**config.mk**
```make
export PLATFORM = sky130hd
export DESIGN_NAME = fifo_wr_arbiter
export DESIGN_NICKNAME = d
export VERILOG_FILES = /design/src/rtl/fifo_arb_pkg.sv /design/src/rtl/rr_pick.sv /design/src/rtl/fifo_wr_arbiter.sv
export SDC_FILE = /design/constraint.sdc
export NUM_CORES = 1
export LEC_CHECK = 0
export CAP_MARGIN = 30
export CORE_MARGIN = 2
export CORE_UTILIZATION = 33
export CTS_CLUSTER_DIAMETER = 200
export DETAILED_ROUTE_END_ITERATION = 6
export GPL_ROUTABILITY_DRIVEN = 0
export PLACE_DENSITY = 0.76
export SETUP_SLACK_MARGIN = 0.2
export SYNTH_ARGS = -nofsm -noshare
export SYNTH_HDL_FRONTEND = slang
export SYNTH_SLANG_ARGS = --single-unit
export TNS_END_PERCENT = 50
```
**constraint.sdc**
```tcl
create_clock -name clk_i -period 1.8 [get_ports clk_i]
set_input_delay 0.36 -clock clk_i [delete_from_list [all_inputs] [get_ports clk_i]]
set_output_delay 0.36 -clock clk_i [all_outputs]
set_load 0.01 [all_outputs]
```
**src/rtl/fifo_arb_pkg.sv**
```systemverilog
// fifo_arb_pkg: arbiter state encoding and round-robin pointer helper.
package fifo_arb_pkg;

    typedef enum logic [1:0] {IDLE, ARB, BURST} arb_state_t;

    function automatic int unsigned rr_next(input int unsigned ptr, input int unsigned n);
        return (ptr >= n - 1) ? 0 : ptr + 1;
    endfunction

endpackage

```
**src/rtl/rr_pick.sv**
```systemverilog
// rr_pick: combinational round-robin picker, lowest valid index at or after ptr.
module rr_pick #(
    parameter int N_REQ = 4,
    localparam int IW = $clog2(N_REQ)
) (
    input  logic [N_REQ-1:0] req,
    input  logic [IW-1:0]    ptr,
    output logic [N_REQ-1:0] gnt,
    output logic [IW-1:0]    idx,
    output logic             any
);

    logic [2*N_REQ-1:0] masked;
    logic               hit;

    // Upper copy keeps every request, so the wrap-around case is found past the masked lower copy.
    assign masked = {req, req} & ({2*N_REQ{1'b1}} << ptr);

    always_comb begin
        idx = '0;
        hit = 1'b0;
        for (int i = 0; i < 2*N_REQ; i++) begin
            if (masked[i] && !hit) begin
                idx = IW'(i % N_REQ);
                hit = 1'b1;
            end
        end
    end

    assign any = |req;
    assign gnt = any ? (N_REQ'(1) << idx) : '0;

endmodule

```
**src/rtl/fifo_wr_arbiter.sv**
```systemverilog
// fifo_wr_arbiter: round-robin burst arbiter sharing one FIFO push port among N_REQ producers.
module fifo_wr_arbiter
    import fifo_arb_pkg::*;
#(
    parameter int WIDTH     = 8,
    parameter int N_REQ     = 4,
    parameter int MAX_BURST = 4
) (
    input  logic                     clk_i,
    input  logic                     rst_i,
    input  logic [N_REQ-1:0]         req_valid_i,
    input  logic [N_REQ-1:0]         req_last_i,
    input  logic [N_REQ*WIDTH-1:0]   req_data_i,
    output logic [N_REQ-1:0]         req_ready_o,
    input  logic                     fifo_ready_i,
    output logic                     fifo_valid_o,
    output logic [WIDTH-1:0]         fifo_data_o,
    output logic [N_REQ-1:0]         grant_o,
    output logic [$clog2(N_REQ)-1:0] grant_id_o
);

    localparam int IW = $clog2(N_REQ);
    localparam int CW = $clog2(MAX_BURST + 1);

    arb_state_t       state, state_n;
    logic [IW-1:0]    rr_ptr, pick_idx;
    logic [CW-1:0]    beat_cnt;
    logic [N_REQ-1:0] pick_gnt;
    logic             pick_any, in_burst, xfer, rel;

    rr_pick #(.N_REQ(N_REQ)) u_pick (
        .req (req_valid_i),
        .ptr (rr_ptr),
        .gnt (pick_gnt),
        .idx (pick_idx),
        .any (pick_any)
    );

    assign in_burst = state == BURST;
    assign xfer     = in_burst && req_valid_i[grant_id_o] && fifo_ready_i;
    assign rel      = xfer && (req_last_i[grant_id_o] || beat_cnt == CW'(MAX_BURST - 1));

    always_comb begin
        state_n = (state == IDLE) ? (|req_valid_i ? ARB : IDLE)
                : (state == ARB)  ? (pick_any ? BURST : IDLE)
                : rel             ? (|req_valid_i ? ARB : IDLE)
                : BURST;
    end

    always_ff @(posedge clk_i) begin
        if (rst_i) begin
            state      <= IDLE;
            rr_ptr     <= '0;
            beat_cnt   <= '0;
            grant_o    <= '0;
            grant_id_o <= '0;
        end else begin
            state <= state_n;
            if (state == ARB) begin
                grant_o    <= pick_gnt;
                grant_id_o <= pick_any ? pick_idx : grant_id_o;
                beat_cnt   <= '0;
            end
            if (xfer)
                beat_cnt <= beat_cnt + CW'(1);
            if (rel) begin
                rr_ptr  <= IW'(rr_next(32'(grant_id_o), N_REQ));
                grant_o <= '0;
            end
        end
    end

    // Data path is a pure mux off the registered grant: no added latency.
    assign req_ready_o  = in_burst ? (N_REQ'(fifo_ready_i) << grant_id_o) : '0;
    assign fifo_valid_o = in_burst && req_valid_i[grant_id_o];
    assign fifo_data_o  = in_burst ? req_data_i[grant_id_o*WIDTH +: WIDTH] : '0;

endmodule
```
==> Word-level counts from Yosys, hierarchy flattened <==
Cells that the tools add are included.
{ "totals": {"ram_bits": 0, "latch_bits": 0, "inputBits": 43, "regBits": 13, "out_inout_bits": 19, "romBits": 0, "mem_count": 0} }
{ "classes": {"n_mul": 0, "n_eq_ne": 3, "n_bitwise": 1, "n_div": 0, "n_reduce_logical": 23, "muxes": 29, "add_sub_neg": 2, "magnitude_cmp": 2, "shifts": 4} }
{ "op_table": {"columns": ["operator", "n"], "rows": [
  ["variable part select 32 x 6 -> 8 bit", 1],
  ["two-way mux 2 bit", 11],
  ["two-way mux 1 bit", 11],
  ["logical AND 1 bit", 10],
  ["bitwise AND 8 bit", 1],
  ["two-way mux 4 bit", 2],
  ["two-way mux 8 bit", 1],
  ["<< shifter 8 x 2 -> 8 bit, first input constant", 1],
  ["zero test 1 bit", 7],
  ["two-way mux 3 bit", 2],
  ["binary-select mux 1 bit (select 2 bit)", 2],
  ["OR reduction 4 bit", 1],
  ["<< shifter 1 x 2 -> 4 bit", 1],
  ["<< shifter 1 x 2 -> 4 bit, first input constant", 1],
  ["adder 3 x 1 -> 3 bit, second input constant", 1],
  ["equality test 3 x 2 -> 1 bit, second input constant", 1],
  ["less-than comparator 2 x 3 -> 1 bit, second input constant", 1],
  ["adder 2 x 1 -> 2 bit, second input constant", 1],
  ["equality test 2 x 1 -> 1 bit, second input constant", 1],
  ["equality test 2 bit, second input constant", 1],
  ["greater-or-equal comparator 2 bit, second input constant", 1],
  ["zero test 2 bit", 1],
  ["AND reduction 2 bit", 1],
  ["nonzero test 2 bit", 1],
  ["other kinds (2)", 2]
]} }

==> Depth between registers and ports, before layout <==
Gate-level depths: netlist of the first run.
{ "depth": {"word_depth": 26, "mapped_depth": 6, "depth_no_buf": 5} }

==> By module <==
Synthesis of the first run repeated with hierarchy kept, for this count alone.
{ "hier_totals": {"hier_cells": 121, "area_unflattened_um2": 1154.9} }
{ "by_module_without_submodules": {"columns": ["mod", "seq_area_each_um2", "instances", "area_per_inst_um2", "cells_per_inst"], "rows": [
  ["fifo_wr_arbiter", 260.2, 1, 957.2, 92],
  ["rr_pick", 0.0, 1, 197.7, 29]
]} }

==> Worst setup path before layout of the first run <==
Ideal clock, no wire load.
{ "synth_timing": {"path_type": "reg2out", "startpoint": "register grant_id_o[0]", "endpoint": "output fifo_data_o[3]", "t_required_ns": 1.440, "arrival_ns": 1.563, "slack_ns": -0.123, "stages_incl_launch_ff": 5, "path_cell_list": "dfxtp_1 -> buf_2 -> buf_2 -> mux4_2 -> and2_1"} }
{ "synth_between": {"elab_chain_cells": 2} }
{ "synth_lines": {"columns": ["item", "line_no", "rtl"], "rows": [
  ["start: declaration", "fifo_wr_arbiter.sv:19", "output logic [$clog2(N_REQ)-1:0] grant_id_o"],
  ["start signal: assignment", "fifo_wr_arbiter.sv:61", "grant_id_o <= pick_any ? pick_idx : grant_id_o;"],
  ["variable part select 32 x 6 -> 8 bit", "fifo_wr_arbiter.sv:76", "assign fifo_data_o = in_burst ? req_data_i[grant_id_o*WIDTH +: WIDTH] : '0;"],
  ["two-way mux 8 bit", "fifo_wr_arbiter.sv:76", null],
  ["end: declaration", "fifo_wr_arbiter.sv:17", "output logic [WIDTH-1:0] fifo_data_o,"]
]} }
No other way between the ends.

==> Worst setup path in the final report of the first run <==
{ "layout_timing": {"startpoint": "register grant_id_o[0]", "endpoint": "output fifo_data_o[2]"} }
Same word-level chain as after synthesis.

==> impl_results.md, run 1 <==
* Outcome: finished, violations left
* Failing checks: setup timing
* Crit path kind: reg2out
* Cts bufs inserted at 3
* R2R Path Start: grant_id_o[0]
* Final setup viols at 15
* Cell depth of the worst hold path at 2
* Die width at 59.2 um
* Pleak at 0.836 nW
* Crit end category: primary output
* CTS Buffer Depth at 2
* Number of DRC markers in iteration 0 at 35
* Largest net degree at the start of global routing at 15
* CP arrival at 1.54 ns
* Fin area at 2000 um^2
* H-tree depth at 1
* Layout overhead on the synthesized area at 98.6%
* Avg Cell Area, Syn at 9.31 um^2
* Io pins at 62
* #FFs+latches synth at 13
* Final WL at 3.69 mm
* Initial antenna violation count at 0
* Worst setup endpoint: fifo_data_o[2]
* Register area share after synthesis at 0.259
* HP Class: reg2reg
* HPWL Detailed at 2.64 mm
* # Max-Cap Violations at 0
* Hold Vio Cnt, Final at 0
* Drt wl/cell at 16.1 um
* CP required at 1.44 ns
* Non-Filler Instances at 229
* Final Hold Slack at 0.476 ns
* Final Slew Violations at 0
* Synth Instances at 108
* RSZ-0062 raised after global routing: yes
* CTS tree: done
* Clock sink count at 13
* CP Launch Type: flop
* Worst slew pin tran at 0.357 ns
* Reg2Reg Depth at 6
* Vias in the first global route at 1190
* Final worst path period share at 1.05
* Clock slew seen by the registers of the worst setup and hold paths at 0.08 ns
* Die H at 59.2 um
* Core area at 2980 um^2
* P per Cell Area at 457 nW/um^2
* Via Count at 1234
* Total track usage at 0.197
* Layout cells sized above 1 at 0.403
* Initial Utilization at 0.338
* Cell count after placement at 217
* Syn nets at 154
* Final min period at 1.90 ns
* Skew-Pair Late Insertion Delay at 0.28 ns
* Crit Path Max Fanout at 3
* Final antenna-violating net count at 0
* Worst Clk Skew at 0.00170 ns
* DRC at 0
* Max Clock Freq at 527 MHz
* Min setup slack post-route at -0.0972 ns
* Unique masters post-synth at 36
* R2r setup slk at -0.04 ns
* Slew headroom at 0.760
* Root buffer selected by CTS: clkbuf_4
* Vias per inst at 5.39
* I/O Buffers at 61
* Final Power at 0.000913 W
* Max VDD drop at 0.405 mV
* Die Area at 3510 um^2
* # diodes at 0
* Row Count at 20
* Final #Nets at 243
* GR Overflow Total at 0
* First-pass GRT wire length at 5.27 mm
* First drt pass iteration count at 4
* Netlist Area Pre-Place at 1010 um^2
* R2r endpoint: rr_ptr[1]
* Sum Neg Setup Slack at -0.903 ns
* Critical Path Start: grant_id_o[0]
* Synthesis Warnings at 0
* Area after DPL at 1790 um^2
-- critical path, stage by stage, from the launching register on --
cell,delay [ns]
dfxtp_4,0.38
buf_6,0.11
mux4_2,0.48
and2_1,0.15
buf_2,0.13
-- synthesized netlist by cell type --
master,instances,area (um^2)
o21ai_0,3,15.0
or4_1,1,7.51
a31oi_1,1,6.26
or3b_4,1,11.3
o22a_1,1,8.76
a211oi_1,1,7.51
mux4_2,9,203
buf_6,1,11.3
a21oi_1,13,65.1
mux2i_1,3,30.0
and2_1,8,50.1
o21a_1,1,7.51
or2_0,1,6.26
buf_2,2,10.0
clkbuf_1,3,11.3
nor2_1,8,30.0
o22ai_1,1,6.26
a21o_1,1,7.51
and4_1,1,8.76
nor3_1,2,10.0
nand3_1,2,10.0
o22ai_4,1,20.0
nand2_1,8,30.0
nor4_1,1,6.26
dfxtp_1,13,260
o211ai_4,1,21.3
or2_2,1,6.26
ha_1,3,37.5
inv_1,3,11.3
nand2b_1,4,25.0
nand3b_1,2,15.0
nor2b_1,2,12.5
or3_1,1,6.26
a32oi_1,1,8.76
o211ai_1,1,7.51
nor3b_1,2,15.0
-- what timing repair did --
| action | in CTS | in global routing |
|---|---|---|
| cloned | 0 | 1 |
| setup buffers | 4 | 3 |
| pin swaps | 10 | 9 |
| hold endpoints to repair | 0 | 0 |
| setup endpoints to repair | 26 | 27 |
| resized for setup | 82 | 16 |
| hold buffers | 0 | 0 |
-- state kept, by name, indices dropped and copies added (netlist names) --
register,cells
state,2
grant_id_o,2
beat_cnt,3
grant_o,4
rr_ptr,2
-- where the power goes --
part           total [W]  internal [W]  switching (W)
Clock           0.000184     0.0000861      0.0000984
Sequential      0.000317      0.000301      0.0000165
Combinational   0.000411      0.000260       0.000151
Total           0.000913      0.000647       0.000265
-- cell type report --
cell class,instances,area [um^2]
fillers,231,980
repair buffers,90,855
multi-input cells,86,796
flip-flops and latches,13,269
well taps,33,41.3
clock buffers,4,26.3
inverters,3,11.3
-- worst min path at each step --
stage	start	end	slack, ns
2_1_floorplan	beat_cnt[2]	beat_cnt[2]	0.45
3_3_place_gp	grant_o[0]	grant_o[0]	0.45
3_5_place_dp	grant_o[0]	grant_o[0]	0.46
4_1_cts	grant_o[0]	grant_o[0]	0.47
5_1_grt	grant_o[0]	grant_o[0]	0.50
6_report	beat_cnt[2]	beat_cnt[2]	0.48
-- per-stage QoR --
stage	setup WS [ns]	util
6_report	-0.0972	0.671
5_1_grt	-0.139	0.671
4_1_cts	-0.0919	0.639
3_5_place_dp	-0.434	0.602
3_3_place_gp	-0.430	0.602
2_1_floorplan	0.0823	-
-- metal layers --
layer	part of all wire	track usage	routed length (um)
met1	0.37	0.221	1350
met2	0.53	0.361	1950
met5	0	0	0
met3	0.090	0.0371	332
met4	0.014	0.0779	52
-- cell usage in the layout, fill, tap and decap left out, types with 3 or more instances in the layout --
cell	Yosys	layout
nand2_1	8	6
and2_1	8	4
buf_2	2	8
o21ai_0	3	3
ha_1	3	3
mux4_2	9	9
a21oi_1	13	10
dlygate4sd2_1	0	3
nor2_1	8	7
nand2b_1	4	3
dfxtp_1	13	10
a21oi_2	0	3
inv_1	3	3
clkdlybuf4s50_1	0	42
buf_4	0	21
dlymetal6s2s_1	0	3
and2_4	0	4
clkbuf_4	0	3
buf_6	1	10
-- kinds of logic (layout without fill, tap and decap cells) --
group           Yosys count  after routing  synth area share
compound gates           26             26             0.180
fa+ha+maj                 3              3            0.0373
buf+inv                   9             97            0.0435
flops                    13             13             0.259
mux                      12             12             0.231
simple gates             45             45             0.249
(Power assumes the default switching activity.)
==> inputs of run 2 (changes only) <==
--- a/config.mk
+++ b/config.mk
@@ -17,3 +17,2 @@
 export SYNTH_HDL_FRONTEND = slang
 export SYNTH_SLANG_ARGS = --single-unit
-export TNS_END_PERCENT = 50
==> constraint.sdc (replaced) <==
create_clock -name clk_i -period 1.8 [get_ports clk_i]
set_input_delay 0.45 -clock clk_i [delete_from_list [all_inputs] [get_ports clk_i]]
set_output_delay 0.45 -clock clk_i [all_outputs]
set_load 0.01 [all_outputs]
==> run 2 against run 1 <==
The run still ends with setup timing left. Wire length down 5.9%. Sequential share of layout area down 0.096 points. Global-route usage up 0.39 points. Sequential power about the same. Via count down 0.89%. Utilization up 0.17 points. Register-to-register slack worse by 0.06 ns. Combinational power down 4%. Clock-buffer cell count unchanged. Total power down 3.5%. Non-clock buffer count up 3. Largest cell class unchanged.
==> impl_results.md, run 2 (synthesized netlist as in run 1, its figures left out) <==
* First-pass GRT wire length at 5.46 mm (+3.5%)
* Final setup viols at 20 (+5)
* HP Class: reg2reg
* H-tree depth at 1 (unchanged)
* Crit Path Max Fanout at 1 (-2)
* Crit path kind: in2out
* Hold Vio Cnt, Final at 0 (unchanged)
* R2R Path Start: grant_id_o[0]
* Fin util at 0.673 (+0.00168)
* Failing checks: setup timing
* Layout cells sized above 1 at 0.437 (+0.0341)
* Final worst path period share at 1.12 (+0.0631)
* Met3 Usage GRT at 0.0459 (+0.00873)
* Die Area at 3510 um^2 (unchanged)
* Initial antenna violation count at 0 (unchanged)
* Worst slew pin tran at 0.337 ns (-0.0203 ns)
* Die H at 59.2 um (unchanged)
* Min setup slack post-route at -0.211 ns (-0.114 ns)
* CP arrival at 1.56 ns (+0.02 ns)
* # Max-Cap Violations at 0 (unchanged)
* Hold endpoint: grant_o[0]
* R2r setup slk at -0.10 ns (-0.06 ns)
* Fin area at 2000 um^2 (+0.25%)
* Met2 usage at 0.367 (+0.00628)
* Initial Utilization at 0.338 (unchanged)
* CTS tree: done
* Worst Clk Skew at 0.00312 ns (+0.00142 ns)
* Final antenna-violating net count at 0 (unchanged)
* Final min period at 2.01 ns (+0.114 ns)
* Reg2Reg Depth at 8 (+2)
* Final WL at 3.47 mm (-5.9%)
* CP required at 1.35 ns (-0.09 ns)
* R2r endpoint: grant_o[0]
* Vias in the first global route at 1228 (+3.2%)
* First drt pass iteration count at 4 (unchanged)
* Crit end category: primary output
* GR peak layer: met2
* Commonest non-fill, non-tap cell in the layout: dlygate4sd2_1
* Clock sink count at 13 (unchanged)
* Clock slew seen by the registers of the worst setup and hold paths at 0.07 ns (about the same)
* Cts bufs inserted at 3 (unchanged)
* P per Cell Area at 440 nW/um^2 (-3.7%)
* CP Launch Type: primary input
* Max Clock Freq at 497 MHz (-5.7%)
* Skew-Pair Late Insertion Delay at 0.27 ns (about the same)
* DRC at 0 (unchanged)
* HPWL Detailed at 2.55 mm (-3.2%)
* Slew headroom at 0.773 (+0.0137)
* Final Slew Violations at 0 (unchanged)
* Cell depth of the worst hold path at 2 (unchanged)
* Via Count at 1223 (-0.89%)
* Top Registers: grant_o (4), beat_cnt (3)
* RSZ-0062 raised after global routing: yes
* Final #Nets at 246 (+1.2%)
* Max VDD drop at 0.436 mV (+7.8%)
* GR Overflow Total at 0 (unchanged)
* Pleak at 0.885 nW (+5.9%)
* Vias per inst at 5.27 (-2.2%)
* Most frequent cells in the layout: 34 x dlygate4sd2_1, 24 x buf_4, 14 x buf_6, 13 x clkdlybuf4s50_1, 11 x dfxtp_1
* Sum Neg Setup Slack at -2.38 ns (-1.48 ns)
* Reg with most FFs: grant_o
* CTS Buffer Depth at 2 (unchanged)
* Area after DPL at 1810 um^2 (+0.70%)
* Core area at 2980 um^2 (unchanged)
* Layout overhead on the synthesized area at 99.1%
* # diodes at 0 (unchanged)
* Outcome: finished, violations left
* Total track usage at 0.201 (+0.00390)
* Io pins at 62 (unchanged)
* Row Count at 20 (unchanged)
* Drt wl/cell at 15.0 um (-7.1%)
* Largest net degree at the start of global routing at 9 (-6)
* I/O Buffers at 61 (unchanged)
* Die width at 59.2 um (unchanged)
* Root buffer selected by CTS: clkbuf_4
* M1 GR Usage at 0.232 (+0.0106)
* Number of DRC markers in iteration 0 at 38 (+8.6%)
* Final Power at 0.000881 W (-3.5%)
* Hold_sp: grant_o[0]
* Max FFs per register at 4 (unchanged)
* Final Hold Slack at 0.464 ns (-0.0117 ns)
-- run 2: routing by layer --
layer | vias up | routed length [um]
met4 | 0 | 23
met2 | 61 | 1790
li1 | 588 | -
met5 | - | 0
met1 | 572 | 1390
met3 | 2 | 268
-- run 2: layout make-up --
type / instances / area, um^2
clock buffer: 4 / 26.3
fill: 233 / 975
inverter: 3 / 11.3
multi-input combinational: 86 / 811
sequential: 13 / 268
tap: 33 / 41.3
timing repair buffer: 93 / 846
-- run 2: where the power goes --
| group | internal [W] | switching, W | total [W] |
|---|---|---|---|
| registers | 0.000300 | 0.0000144 | 0.000315 |
| logic | 0.000243 | 0.000151 | 0.000394 |
| clock network | 0.0000857 | 0.0000860 | 0.000172 |
| total | 0.000629 | 0.000252 | 0.000881 |
-- run 2: worst max path at each step --
stage,startpoint,to,slack [ns],cells after the start
floorplan,grant_id_o[0],fifo_data_o[3],0.04,4
global placement,req_data_i[26],fifo_data_o[2],-0.61,4
detailed placement,req_data_i[22],fifo_data_o[6],-0.63,4
CTS,grant_id_o[0],fifo_data_o[3],-0.22,4
global route,grant_id_o[0],fifo_data_o[7],-0.26,4
finish,req_data_i[0],fifo_data_o[0],-0.21,4
-- run 2: critical path, cell delays in order --
cell	delay (ns)
clkdlybuf4s50_1	0.40
mux4_2	0.45
and2_4	0.15
buf_6	0.11
-- run 2: what timing repair did --
action	4_1_cts	5_1_grt
gates cloned	0	0
pin swaps	14	3
gates resized for setup	119	7
setup buffers	11	1
hold buffers	0	0
endpoints found under the setup margin	32	26
-- run 2: per-stage QoR --
stage               cells  setup WS (ns)
finish                232         -0.211
global route          232         -0.259
CTS                   231         -0.218
detailed placement    216         -0.632
global placement      216         -0.615
floorplan             108         0.0445
